===== src/rtl/bloom_word_ctrl_pkg.sv =====
`default_nettype none
// +----------------------------------------------------------------------+
// | bloom_word_ctrl_pkg: FSM states and hash constants for the word ctrl |
// | Rev 1.0                                                              |
// +----------------------------------------------------------------------+
package bloom_word_ctrl_pkg;

   localparam int HASH_W = 8;
   localparam logic [HASH_W-1:0] c_hash_init = 8'h00;

   typedef enum logic [2:0] {
      ST_IDLE   = 3'd0,
      ST_ACCUM  = 3'd1,
      ST_ISSUE  = 3'd2,
      ST_WAIT   = 3'd3,
      ST_REPORT = 3'd4
   } state_t;

endpackage
`default_nettype wire


===== src/rtl/bloom_word_ctrl_word_hash.sv =====
`default_nettype none
// +----------------------------------------------------------------------+
// | word_hash: rotate-xor (h1) and additive (h2) byte hashes of a word   |
// | Rev 1.0                                                              |
// +----------------------------------------------------------------------+
module word_hash
   import bloom_word_ctrl_pkg::*;
(
   input  logic              clock,
   input  logic              reset_n,
   input  logic              start,
   input  logic              step,
   input  logic [7:0]        data,
   output logic [HASH_W-1:0] h1_next,
   output logic [HASH_W-1:0] h2_next
);

   logic [HASH_W-1:0] r_h1;
   logic [HASH_W-1:0] r_h2;
   logic [HASH_W-1:0] w_h1_base;
   logic [HASH_W-1:0] w_h2_base;

   // The first byte of a word folds into the init value, not the stale hash.
   always_comb begin
      w_h1_base = start ? c_hash_init : r_h1;
      w_h2_base = start ? c_hash_init : r_h2;
      h1_next   = {w_h1_base[HASH_W-2:0], w_h1_base[HASH_W-1]} ^ data;
      h2_next   = w_h2_base + data;
   end

   always_ff @(posedge clock or negedge reset_n) begin
      if (!reset_n) begin
         r_h1 <= c_hash_init;
         r_h2 <= c_hash_init;
      end else if (step) begin
         r_h1 <= h1_next;
         r_h2 <= h2_next;
      end
   end

endmodule
`default_nettype wire


===== src/rtl/bloom_word_ctrl.sv =====
`default_nettype none
// +----------------------------------------------------------------------+
// | bloom_word_ctrl: streams word bytes, hashes them and drives an       |
// | external Bloom filter for load/check, with hit statistics. Rev 1.0   |
// +----------------------------------------------------------------------+
module bloom_word_ctrl
   import bloom_word_ctrl_pkg::*;
#(
   parameter int CNT_W = 16
) (
   input  logic              clock,
   input  logic              reset_n,
   input  logic              s_valid,
   output logic              s_ready,
   input  logic [7:0]        s_data,
   input  logic              s_last,
   input  logic              mode,
   input  logic              clear,
   output logic              m_valid,
   input  logic              m_ready,
   output logic              m_hit,
   output logic              bf_enable,
   output logic              bf_write,
   output logic              bf_check,
   output logic              bf_clear,
   output logic [HASH_W-1:0] bf_hash1,
   output logic [HASH_W-1:0] bf_hash2,
   input  logic              bf_word_detected,
   output logic [CNT_W-1:0]  words_loaded,
   output logic [CNT_W-1:0]  hits
);

   localparam logic [CNT_W-1:0] c_cnt_max = {CNT_W{1'b1}};

   state_t            r_state;
   logic              r_mode;
   logic              w_xfer;
   logic              w_start;
   logic              w_issue;
   logic              w_mode_eff;
   logic [HASH_W-1:0] w_h1_next;
   logic [HASH_W-1:0] w_h2_next;

   assign s_ready    = reset_n && (((r_state == ST_IDLE) && !clear) || (r_state == ST_ACCUM));
   assign w_xfer     = s_valid && s_ready;
   assign w_start    = (r_state == ST_IDLE);
   assign w_issue    = w_xfer && s_last;
   assign w_mode_eff = w_start ? mode : r_mode;

   word_hash u_word_hash (
      .clock   (clock),
      .reset_n (reset_n),
      .start   (w_start),
      .step    (w_xfer),
      .data    (s_data),
      .h1_next (w_h1_next),
      .h2_next (w_h2_next)
   );

   always_ff @(posedge clock or negedge reset_n) begin
      if (!reset_n) begin
         r_state      <= ST_IDLE;
         r_mode       <= 1'b0;
         m_valid      <= 1'b0;
         m_hit        <= 1'b0;
         bf_enable    <= 1'b0;
         bf_write     <= 1'b0;
         bf_check     <= 1'b0;
         bf_clear     <= 1'b0;
         bf_hash1     <= c_hash_init;
         bf_hash2     <= c_hash_init;
         words_loaded <= '0;
         hits         <= '0;
      end else begin
         bf_enable <= 1'b0;
         bf_write  <= 1'b0;
         bf_check  <= 1'b0;
         bf_clear  <= 1'b0;

         // Strobes are registered so they appear exactly during ISSUE.
         if (w_issue) begin
            bf_enable <= 1'b1;
            bf_write  <= w_mode_eff;
            bf_check  <= !w_mode_eff;
            bf_hash1  <= w_h1_next;
            bf_hash2  <= w_h2_next;
         end

         case (r_state)
            ST_IDLE: begin
               if (clear) begin
                  bf_clear     <= 1'b1;
                  words_loaded <= '0;
                  hits         <= '0;
               end else if (w_xfer) begin
                  r_mode  <= mode;
                  r_state <= s_last ? ST_ISSUE : ST_ACCUM;
               end
            end
            ST_ACCUM: begin
               if (w_issue) r_state <= ST_ISSUE;
            end
            ST_ISSUE: begin
               if (r_mode) begin
                  if (words_loaded != c_cnt_max) words_loaded <= words_loaded + 1'b1;
                  r_state <= ST_IDLE;
               end else begin
                  r_state <= ST_WAIT;
               end
            end
            ST_WAIT: begin
               m_hit   <= bf_word_detected;
               m_valid <= 1'b1;
               if (bf_word_detected && (hits != c_cnt_max)) hits <= hits + 1'b1;
               r_state <= ST_REPORT;
            end
            ST_REPORT: begin
               if (m_ready) begin
                  m_valid <= 1'b0;
                  r_state <= ST_IDLE;
               end
            end
            default: r_state <= ST_IDLE;
         endcase
      end
   end

endmodule
`default_nettype wire


===== config.mk =====
export PLATFORM = sky130hd
export DESIGN_NAME = bloom_word_ctrl
export DESIGN_NICKNAME = d
export VERILOG_FILES = /design/src/rtl/bloom_word_ctrl_pkg.sv /design/src/rtl/bloom_word_ctrl_word_hash.sv /design/src/rtl/bloom_word_ctrl.sv
export SDC_FILE = /design/constraint.sdc
export NUM_CORES = 1
export LEC_CHECK = 0
export ABC_AREA = 1
export BUFFER_PORTS_ARGS = -buffer_cell sky130_fd_sc_hd__buf_2
export CAP_MARGIN = 20
export CORE_MARGIN = 2
export CORE_UTILIZATION = 55
export DETAILED_ROUTE_END_ITERATION = 8
export GPL_TIMING_DRIVEN = 0
export MAX_ROUTING_LAYER = met4
export PLACE_DENSITY_LB_ADDON = 0.25
export REMOVE_ABC_BUFFERS = 1
export SLEW_MARGIN = 0
export SYNTH_ARGS = -nofsm -noshare
export SYNTH_HDL_FRONTEND = slang
export SYNTH_SLANG_ARGS = --single-unit
export TNS_END_PERCENT = 30

===== constraint.sdc =====
create_clock -name clock -period 2.85 [get_ports clock]
set_input_delay 0.285 -clock clock [delete_from_list [all_inputs] [get_ports clock]]
set_output_delay 0.285 -clock clock [all_outputs]
set_load 0.05 [all_outputs]

# Word level (Yosys, flattened, before mapping)
# Index checks and enable logic that the tools add are counted.
op_classes:
  reduce_logical: 17
  add_sub_neg: 3
  bitwise: 2
  mux: 23
  div_mod_pow: 0
  magnitude_cmp: 0
  multipliers: 0
  eq_ne: 14
  n_shift: 0
ops:
  columns: ["operator", "n"]
  rows:
  - ["16-bit two-way mux", 4]
  - ["16-bit one-hot mux with 2 select lines", 2]
  - ["16-bit by 1-bit adder with 16-bit output, second input constant", 2]
  - ["16-bit inequality test, second input constant", 2]
  - ["8-bit two-way mux", 2]
  - ["2-bit inequality test, second input constant", 8]
  - ["3-bit one-hot mux with 5 select lines", 1]
  - ["3-bit two-way mux", 4]
  - ["8-bit adder", 1]
  - ["4-bit AND reduction", 2]
  - ["8-bit bitwise XOR", 1]
  - ["1-bit two-way mux", 7]
  - ["3-bit by 2-bit equality test with 1-bit output, second input constant", 2]
  - ["3-bit AND reduction", 2]
  - ["2-bit nonzero test", 3]
  - ["1-bit logical AND", 5]
  - ["2-bit two-way mux", 2]
  - ["3-bit by 1-bit equality test with 1-bit output, second input constant", 1]
  - ["3-bit equality test, second input constant", 1]
  - ["3-bit zero test", 1]
  - ["1-bit zero test", 2]
  - ["1-bit one-hot mux with 2 select lines", 1]
  - ["2-bit AND reduction", 1]
  - ["1-bit logical OR", 1]
  - ["1-bit inverter", 1]
totals:
  latchBits: 0
  ramBits: 0
  mem_count: 0
  input_bits: 16
  mem_bits_ro: 0
  ff_bits: 74

# Longest topological paths before layout
# Gate-level depths: netlist of run 1.
depth:
  ltp_word: 8
  mapped_depth: 15

# Modules after synthesis
# Synthesis of run 1 repeated with hierarchy kept, for this count alone.
hier_totals:
  hier_cells: 587
  hier_area_um2: 4372.9
modules_own_cells:
  columns: ["mod", "area_per_inst_um2", "seq_area_each_um2", "instances", "cells_per_inst"]
  rows:
  - ["bloom_word_ctrl", 3216.8, 1451.4, 1, 423]
  - ["word_hash", 1156.1, 400.4, 1, 164]

# Worst setup path after synthesis of run 1
# No wires, ideal clock.
synth_path:
  path_kind: "reg-to-reg"
  from: "reg r_state[2]"
  to: "reg u_word_hash.r_h2[4]"
  t_arrival_ns: 2.131
  path_stages_with_launch: 15
  slack_ns: 0.636
  setup_time_ns: 0.083
  period_less_slack_ns: 2.214
  cell_sequence: "dfrtp_1 -> inv_1 -> nand2_2 -> buf_2 -> inv_1 -> nor2_1 -> ha_1 -> inv_1 -> fa_1 -> inv_1 -> nand3_1 -> nand2_1 -> xor2_1 -> nand2_1 -> o21ai_0"
synth_via:
  elab_chain_len: 5
  word_cells_on_any_way: 8
  classes_between: "add/sub (1); eq/ne (1); mux (1); reduce/logical (5)"
synth_lines:
  columns: ["element", "line_no", "text"]
  rows:
  - ["start: declaration", "bloom_word_ctrl.sv:35", "state_t r_state;"]
  - ["start signal: assignment", "bloom_word_ctrl.sv:97", "r_state <= s_last ? ST_ISSUE : ST_ACCUM;"]
  - ["parallel branches: the longest is 5 deep, another holds 8-bit adder", null, null]
  - ["end signal: assignment", "bloom_word_ctrl_word_hash.sv:34", "r_h2 <= c_hash_init;"]
  - ["end signal: assignment", "bloom_word_ctrl_word_hash.sv:37", "r_h2 <= h2_next;"]
  - ["end: declaration", "bloom_word_ctrl_word_hash.sv:19", "logic [HASH_W-1:0] r_h2;"]
# Parallel ways; which one is timed is not known.
# A chain may end at the register's enable or synchronous reset.

# Worst setup path in the final report of run 1
layout_path:
  from: "reg r_state[0]"
  to: "reg bf_hash2[6]"
layout_via:
  elab_chain_len: 6
  word_cells_on_any_way: 9
  classes_between: "add/sub (1); eq/ne (1); mux (1); reduce/logical (6)"
layout_lines:
  columns: ["element", "line_no", "text"]
  rows:
  - ["parallel branches: the longest is 6 deep, another holds 8-bit adder", null, null]
  - ["end signal: assignment", "bloom_word_ctrl.sv:71", "bf_hash2 <= c_hash_init;"]
  - ["end signal: assignment", "bloom_word_ctrl.sv:86", "bf_hash2 <= w_h2_next;"]
  - ["end: declaration", "bloom_word_ctrl.sv:27", "output logic [HASH_W-1:0] bf_hash2,"]
# Parallel ways; which one is timed is not known.

==> results of run 1 <==
[worst register-to-register path, delay by kind of cell (launching register included)]
kind	cells	cell delay (ns)
compound gates	1	0.10
fa+ha+maj	1	0.40
buf+inv	1	0.30
flops	1	0.43
simple gates	9	1.16
[layer usage]
metal	global-route usage [%]	up-vias
li1	-	1979
met1	30.2	1814
met2	41.1	84
met3	4.48	14
met5	-	-
met4	8.33	0
[where the power goes]
group          leakage, nW  internal, mW  switching (mW)
Clock               0.0984         0.487           0.405
Sequential           0.974          1.32           0.161
Combinational         1.49         0.510            1.46
Total                 2.56          2.31            2.03
[timing repair]
action	4_1_cts	5_1_grt
buffers inserted	0	2
hold endpoints to repair	24	0
hold buffers	1	0
setup endpoints to repair	0	16
resized for setup	0	1
[state kept, by name (all words and copies together) (netlist names)]
register	cells
hits	16
words_loaded	16
bf_hash1	8
bf_hash2	8
u_word_hash.r_h1	8
u_word_hash.r_h2	8
r_state	3
bf_check	1
bf_clear	1
bf_enable	1
bf_write	1
m_hit	1
m_valid	1
r_mode	1
[cells by family (layout without fill, tap and decap cells)]
group / Yosys count / count (layout) / share of synthesized area, %
simple gates: 381 / 381 / 37.3
buf+inv: 59 / 136 / 6.35
xor+xnor: 24 / 24 / 4.87
fa+ha+maj: 10 / 10 / 3.07
compound gates: 37 / 37 / 5.54
flops: 74 / 74 / 42.9
[final cells by class]
class | count | area share [%]
Multi-Input combinational cell | 452 | 44.2
Tap cell | 102 | 2.57
Sequential cell | 74 | 37.3
Clock buffer | 10 | 2.57
Timing Repair Buffer | 74 | 8.17
Inverter | 47 | 3.55
Clock inverter | 5 | 1.61
[worst paths after layout]
kind                               end  slack, ns  cells past startpoint
setup / recovery           bf_hash2[6]       0.40                     12
hold / removal                   m_hit       0.19                      3
setup reg to reg           bf_hash2[6]       0.40                     12
hold reg to reg            bf_hash1[5]       0.47                      2
max in group asynchronous  bf_hash2[3]       1.89                      3
min in group asynchronous     hits[11]       0.37                      2
[stage by stage]
step / util, % / instance area (sq um) / std cells
4_1_cts: 64.7 / 4940 / 762
5_1_grt: 64.9 / 4960 / 764
3_3_place_gp: 61.4 / 4700 / 745
6_report: 64.9 / 4960 / 764
3_5_place_dp: 61.8 / 4730 / 746
2_1_floorplan: - / 4220 / 573
[layout by cell type (no fill, tap or decap), types with 2 or more instances in the layout]
| cell | netlist | routed |
|---|---|---|
| a21oi_1 | 9 | 9 |
| buf_2 | 3 | 69 |
| buf_4 | 1 | 3 |
| bufinv_16 | 0 | 2 |
| clkbuf_8 | 0 | 9 |
| clkinvlp_4 | 0 | 2 |
| dfrtp_1 | 74 | 74 |
| ha_1 | 9 | 9 |
| inv_1 | 43 | 43 |
| inv_2 | 4 | 4 |
| nand2_1 | 245 | 245 |
| nand2_2 | 3 | 2 |
| nand2_4 | 2 | 3 |
| nand3_1 | 39 | 39 |
| nand3b_1 | 2 | 2 |
| nand4_1 | 13 | 13 |
| nor2_1 | 61 | 61 |
| nor2_2 | 5 | 5 |
| nor2_4 | 4 | 4 |
| o21ai_0 | 9 | 9 |
| o21ai_1 | 3 | 3 |
| o21ai_2 | 6 | 6 |
| o21bai_1 | 6 | 6 |
| xnor2_1 | 13 | 13 |
| xor2_1 | 11 | 11 |
==> flow_summary.ini, run 1 <==
[die]
die_area_sq_mm = 0.00857
start_util_pct = 56.4
core-area_sq_mm = 0.00765
num_rows = 32
ios = 71
die_x_um = 92.6
die_y_um = 92.6

[setup_path]
cp_common_cell = nand2_1
crit_chain = nor2_2 > nand2_4 > inv_1 > nor2_1 > ha_1 > a21oi_1 > or2_2 > nand3_1 > nand2_1 > nand2_1 > nand2_1 > nand2_1
required_ns = 3.14
startpoint = r_state[0]
slowest_delay_ns = 0.43
worstSetupStartpointType = flop
worstPathArrival_ns = 2.74
worstReg2RegStart = r_state[0]
critical_path_class = reg2reg
end_kind = flop
crit_fanout = 19
cpLargestDelayFamily = simple AND/OR/NAND/NOR gates
crit_path_top_delay_cell = dfrtp_1
critPathBufInv = 1

[yosys]
yosysWarnings = 0
seq_area_frac_synth_pct = 42.9
async_flop_share_pct = 100
yosysTopAreaCell = dfrtp_1
netlist_area_sq_mm = 0.00432
yosysMostFrequentCell = nand2_1
ys_types = 36
synth_commonest_cells = nand2_1, dfrtp_1, nor2_1, inv_1, nand3_1
syn_area_per_cell_sq_um = 7.38
synth_edf_count = 0
synth_top_area_share_pct = 42.9
yosys-top-cells-area = dfrtp_1, nand2_1, nor2_1, nand3_1, inv_1
synth_ff_type = dfrtp_1
synth_seq_cells = 74
synth_cells = 585

[placed_design]
place_ws_ns = 0.267
dpl.hpwl_mm = 6.82
place_congestion = 0.895
portBuffers = 70

[final_layout]
nFillCells = 705
drive_gt1_share_pct = 17.5
seqCellArea_sq_mm = 0.00185
nets = 684
antenna_cells = 0
multi_input_area_sq_mm = 0.00220
areaGrowthSynthToFinish_pct = 15.0

[clock_network]
clock_path_buffers = 2
cts_tree = built
numCtsBuffers = 9
clk_latency_ns = 0.35
cts.sinks = 74
clk_pin_slew_ns = 0.09
clockRootBuffer = clkbuf_8
htree_levels = 3

[grt]
antenna_found_initial = 0
grt_usage_pct = 24.6
grt_pass1_vias = 3748
grt_max_degree = 55
gr-total-overflow = 0
grt_pass1_wl_mm = 16.6

[sta]
slew_headroom_pct = 54.2
rsz0062_at_grt = false
setup_ws_ns = 0.401
setup_violations = 0
holdWs_ns = 0.188
period_share_pct = 85.9
finalHoldViolCount = 0
tns_ns = 0
max_clock_freq_mhz = 408
finClkSkew_ns = 0.0145
worstMarginPinSlew_ns = 0.687
drv_slew = 0
min_period_ns = 2.45

[detailed_routing]
wl_met3_um = 387
drtIter0Drc = 150
drc = 0
wl_mm = 9.53
dr.pass1.iters = 4
maxUsedRoutingLayer = met4
wl_per_cell_um = 12.5
route.antenna.remaining_nets = 0
num_vias = 3891
routedLengthMet1_mm = 4.31
viasPerCell = 5.09
wl_met2_mm = 4.73

[outcome]
outcome = completed

[hold_path]
hold_path_class = in2reg
min_from = bf_word_detected

[power_and_ir_drop]
total_power_mw = 4.34
ir_drop_uv = 613
leakage_nw = 2.56
powerDensity_mw_per_mm2 = 875

[flow_run]
max_cap_violations = 0
No activity file was read; power rests on OpenSTA's default activity.
==> inputs of run 2 (changes only) <==
--- a/config.mk
+++ b/config.mk
@@ -6,11 +6,15 @@
 export NUM_CORES = 1
 export LEC_CHECK = 0
 export ABC_AREA = 1
+export ABC_CLOCK_PERIOD_IN_PS = 2850
 export BUFFER_PORTS_ARGS = -buffer_cell sky130_fd_sc_hd__buf_2
 export CAP_MARGIN = 20
+export CELL_PAD_IN_SITES_DETAIL_PLACEMENT = 0
+export CELL_PAD_IN_SITES_GLOBAL_PLACEMENT = 1
 export CORE_MARGIN = 2
-export CORE_UTILIZATION = 55
+export CORE_UTILIZATION = 41
 export DETAILED_ROUTE_END_ITERATION = 8
+export GPL_ROUTABILITY_DRIVEN = 0
 export GPL_TIMING_DRIVEN = 0
 export MAX_ROUTING_LAYER = met4
 export PLACE_DENSITY_LB_ADDON = 0.25
==> run 2 against run 1 <==
Compared with the run above:
- worst setup slack better by 0.029 ns
- critical path type unchanged
- utilization is 16 points lower
- sequential share of layout area is 0.10 points lower
==> flow_summary.ini, run 2 (synthesized netlist as in run 1, its figures left out) <==
[power_and_ir_drop]
pwr-share-comb_pct = 47.0
ir_drop_uv = 443
powerDensity_mw_per_mm2 = 845
leakage_nw = 2.55
seq_power_share_pct = 35.0
clkPwrFrac_pct = 18.0
p_sw_mw = 2.02
p_sw_share_pct = 48.0
intPower_mw = 2.19
total_power_mw = 4.21

[final_layout]
seqCellArea_sq_mm = 0.00185
design_area_sq_mm = 0.00498
multi_input_area_sq_mm = 0.00220
antenna_cells = 0
top_regs = hits (16), words_loaded (16)
nets = 685
areaGrowthSynthToFinish_pct = 15.3
nFillCells = 1083
final_common_cell = nand2_1
fin_cells = 799
drive_gt1_share_pct = 17.5
layout_common_cells = nand2_1, dfrtp_1, buf_2

[placed_design]
place_ws_ns = 0.228
dp.cells = 780
dpl.hpwl_mm = 7.13
place_area_sq_mm = 0.00477
portBuffers = 70

[setup_path]
worstPathArrival_ns = 2.70
crit_fanout = 19
worstSetupStartpointType = flop
critical_path_class = reg2reg
required_ns = 3.13
end_kind = flop

[sta]
rsz0062_at_grt = false
drv_slew = 0
setup_ws_ns = 0.429
finClkSkew_ns = 0.00531
finalHoldViolCount = 0
period_share_pct = 84.9
slew_headroom_pct = 57.8
min_period_ns = 2.42
worstMarginPinSlew_ns = 0.634
tns_ns = 0
max_clock_freq_mhz = 413
setup_violations = 0

[grt]
grt_usage_pct = 19.8
antenna_found_initial = 0
gr-total-overflow = 0
grt_pass1_wl_mm = 17.5
grt_max_degree = 52
grt_pass1_vias = 3761

[detailed_routing]
route.antenna.remaining_nets = 0
wl_per_cell_um = 12.7
num_vias = 3823
drc = 0
wl_mm = 10.1
viasPerCell = 4.78
dr.pass1.iters = 4
drtIter0Drc = 104

[hold_path]
hold_path_class = in2reg

[clock_network]
clk_pin_slew_ns = 0.08
clk_latency_ns = 0.35
clockRootBuffer = clkbuf_8
numCtsBuffers = 9
htree_levels = 3
clock_path_buffers = 2
cts_tree = built
cts.sinks = 74

[die]
die_x_um = 107
die_area_sq_mm = 0.0114
num_rows = 37
start_util_pct = 42.0
die_y_um = 107
core-area_sq_mm = 0.0103
ios = 71

[outcome]
outcome = completed

[flow_run]
max_cap_violations = 0
[run 2: cell type report]
type                    instances  area share [%]
multi-input cells             452            44.1
flip-flops and latches         74            37.2
repair buffers                 75            8.29
inverters                      47            3.54
well taps                     136            3.42
clock buffers                  13            3.19
clock inverters                 2           0.251
[run 2: worst paths after layout]
path,startpoint,end,slack [ns],depth (start not counted)
max reg2reg,r_state[2],u_word_hash.r_h2[4],0.43,13
max,r_state[2],u_word_hash.r_h2[4],0.43,13
min reg2reg,bf_hash2[2],bf_hash2[2],0.47,2
min,bf_word_detected,m_hit,0.18,3
max in group asynchronous,reset_n,bf_hash1[6],1.86,3
min in group asynchronous,reset_n,hits[11],0.40,2
[run 2: routing by layer]
metal  vias to the layer above  GRT usage, %  part of all wire, %
met4                         0          6.96                  1.5
met2                        60          33.1                   48
li1                       1991             -                    -
met3                        13          3.10                  3.2
met1                      1759          24.5                   47
met5                         -             -                    0
[run 2: power by group through the flow]
stage / sequential (mW) / clock, mW / combinational [mW]
2_1_floorplan: 1.97 / 0 / 0.997
3_3_place_gp: 1.48 / 0 / 1.96
3_5_place_dp: 1.49 / 0 / 1.98
4_1_cts: 1.48 / 0.783 / 1.99
5_1_grt: 1.51 / 0.814 / 2.21
6_report: 1.47 / 0.757 / 1.98
[run 2: stage by stage]
stage	hold WS, ns	util, %
after global routing	0.190	48.4
final	0.183	48.4
after detailed placement	0.248	46.4
after global placement	0.451	46.1
after CTS	0.173	48.2
after floorplan	-0.0106	-
[run 2: what timing repair did]
| action | in CTS | in global routing |
|---|---|---|
| endpoints found under the setup margin | 0 | 21 |
| gates resized for setup | 0 | 1 |
| setup buffers | 0 | 3 |
| endpoints found under the hold margin | 27 | 0 |
| hold buffers | 1 | 0 |
[run 2: worst max-delay path: stages (launching register included)]
cell and delay (ns):
dfrtp_1 0.40, inv_1 0.12, nand2_4 0.25, inv_1 0.22, nor2_1 0.14, ha_1 0.18
inv_1 0.06, fa_1 0.40, inv_1 0.09, nand3_1 0.07, nand2_1 0.09, xor2_1 0.19
nand2_1 0.06, o21ai_0 0.07
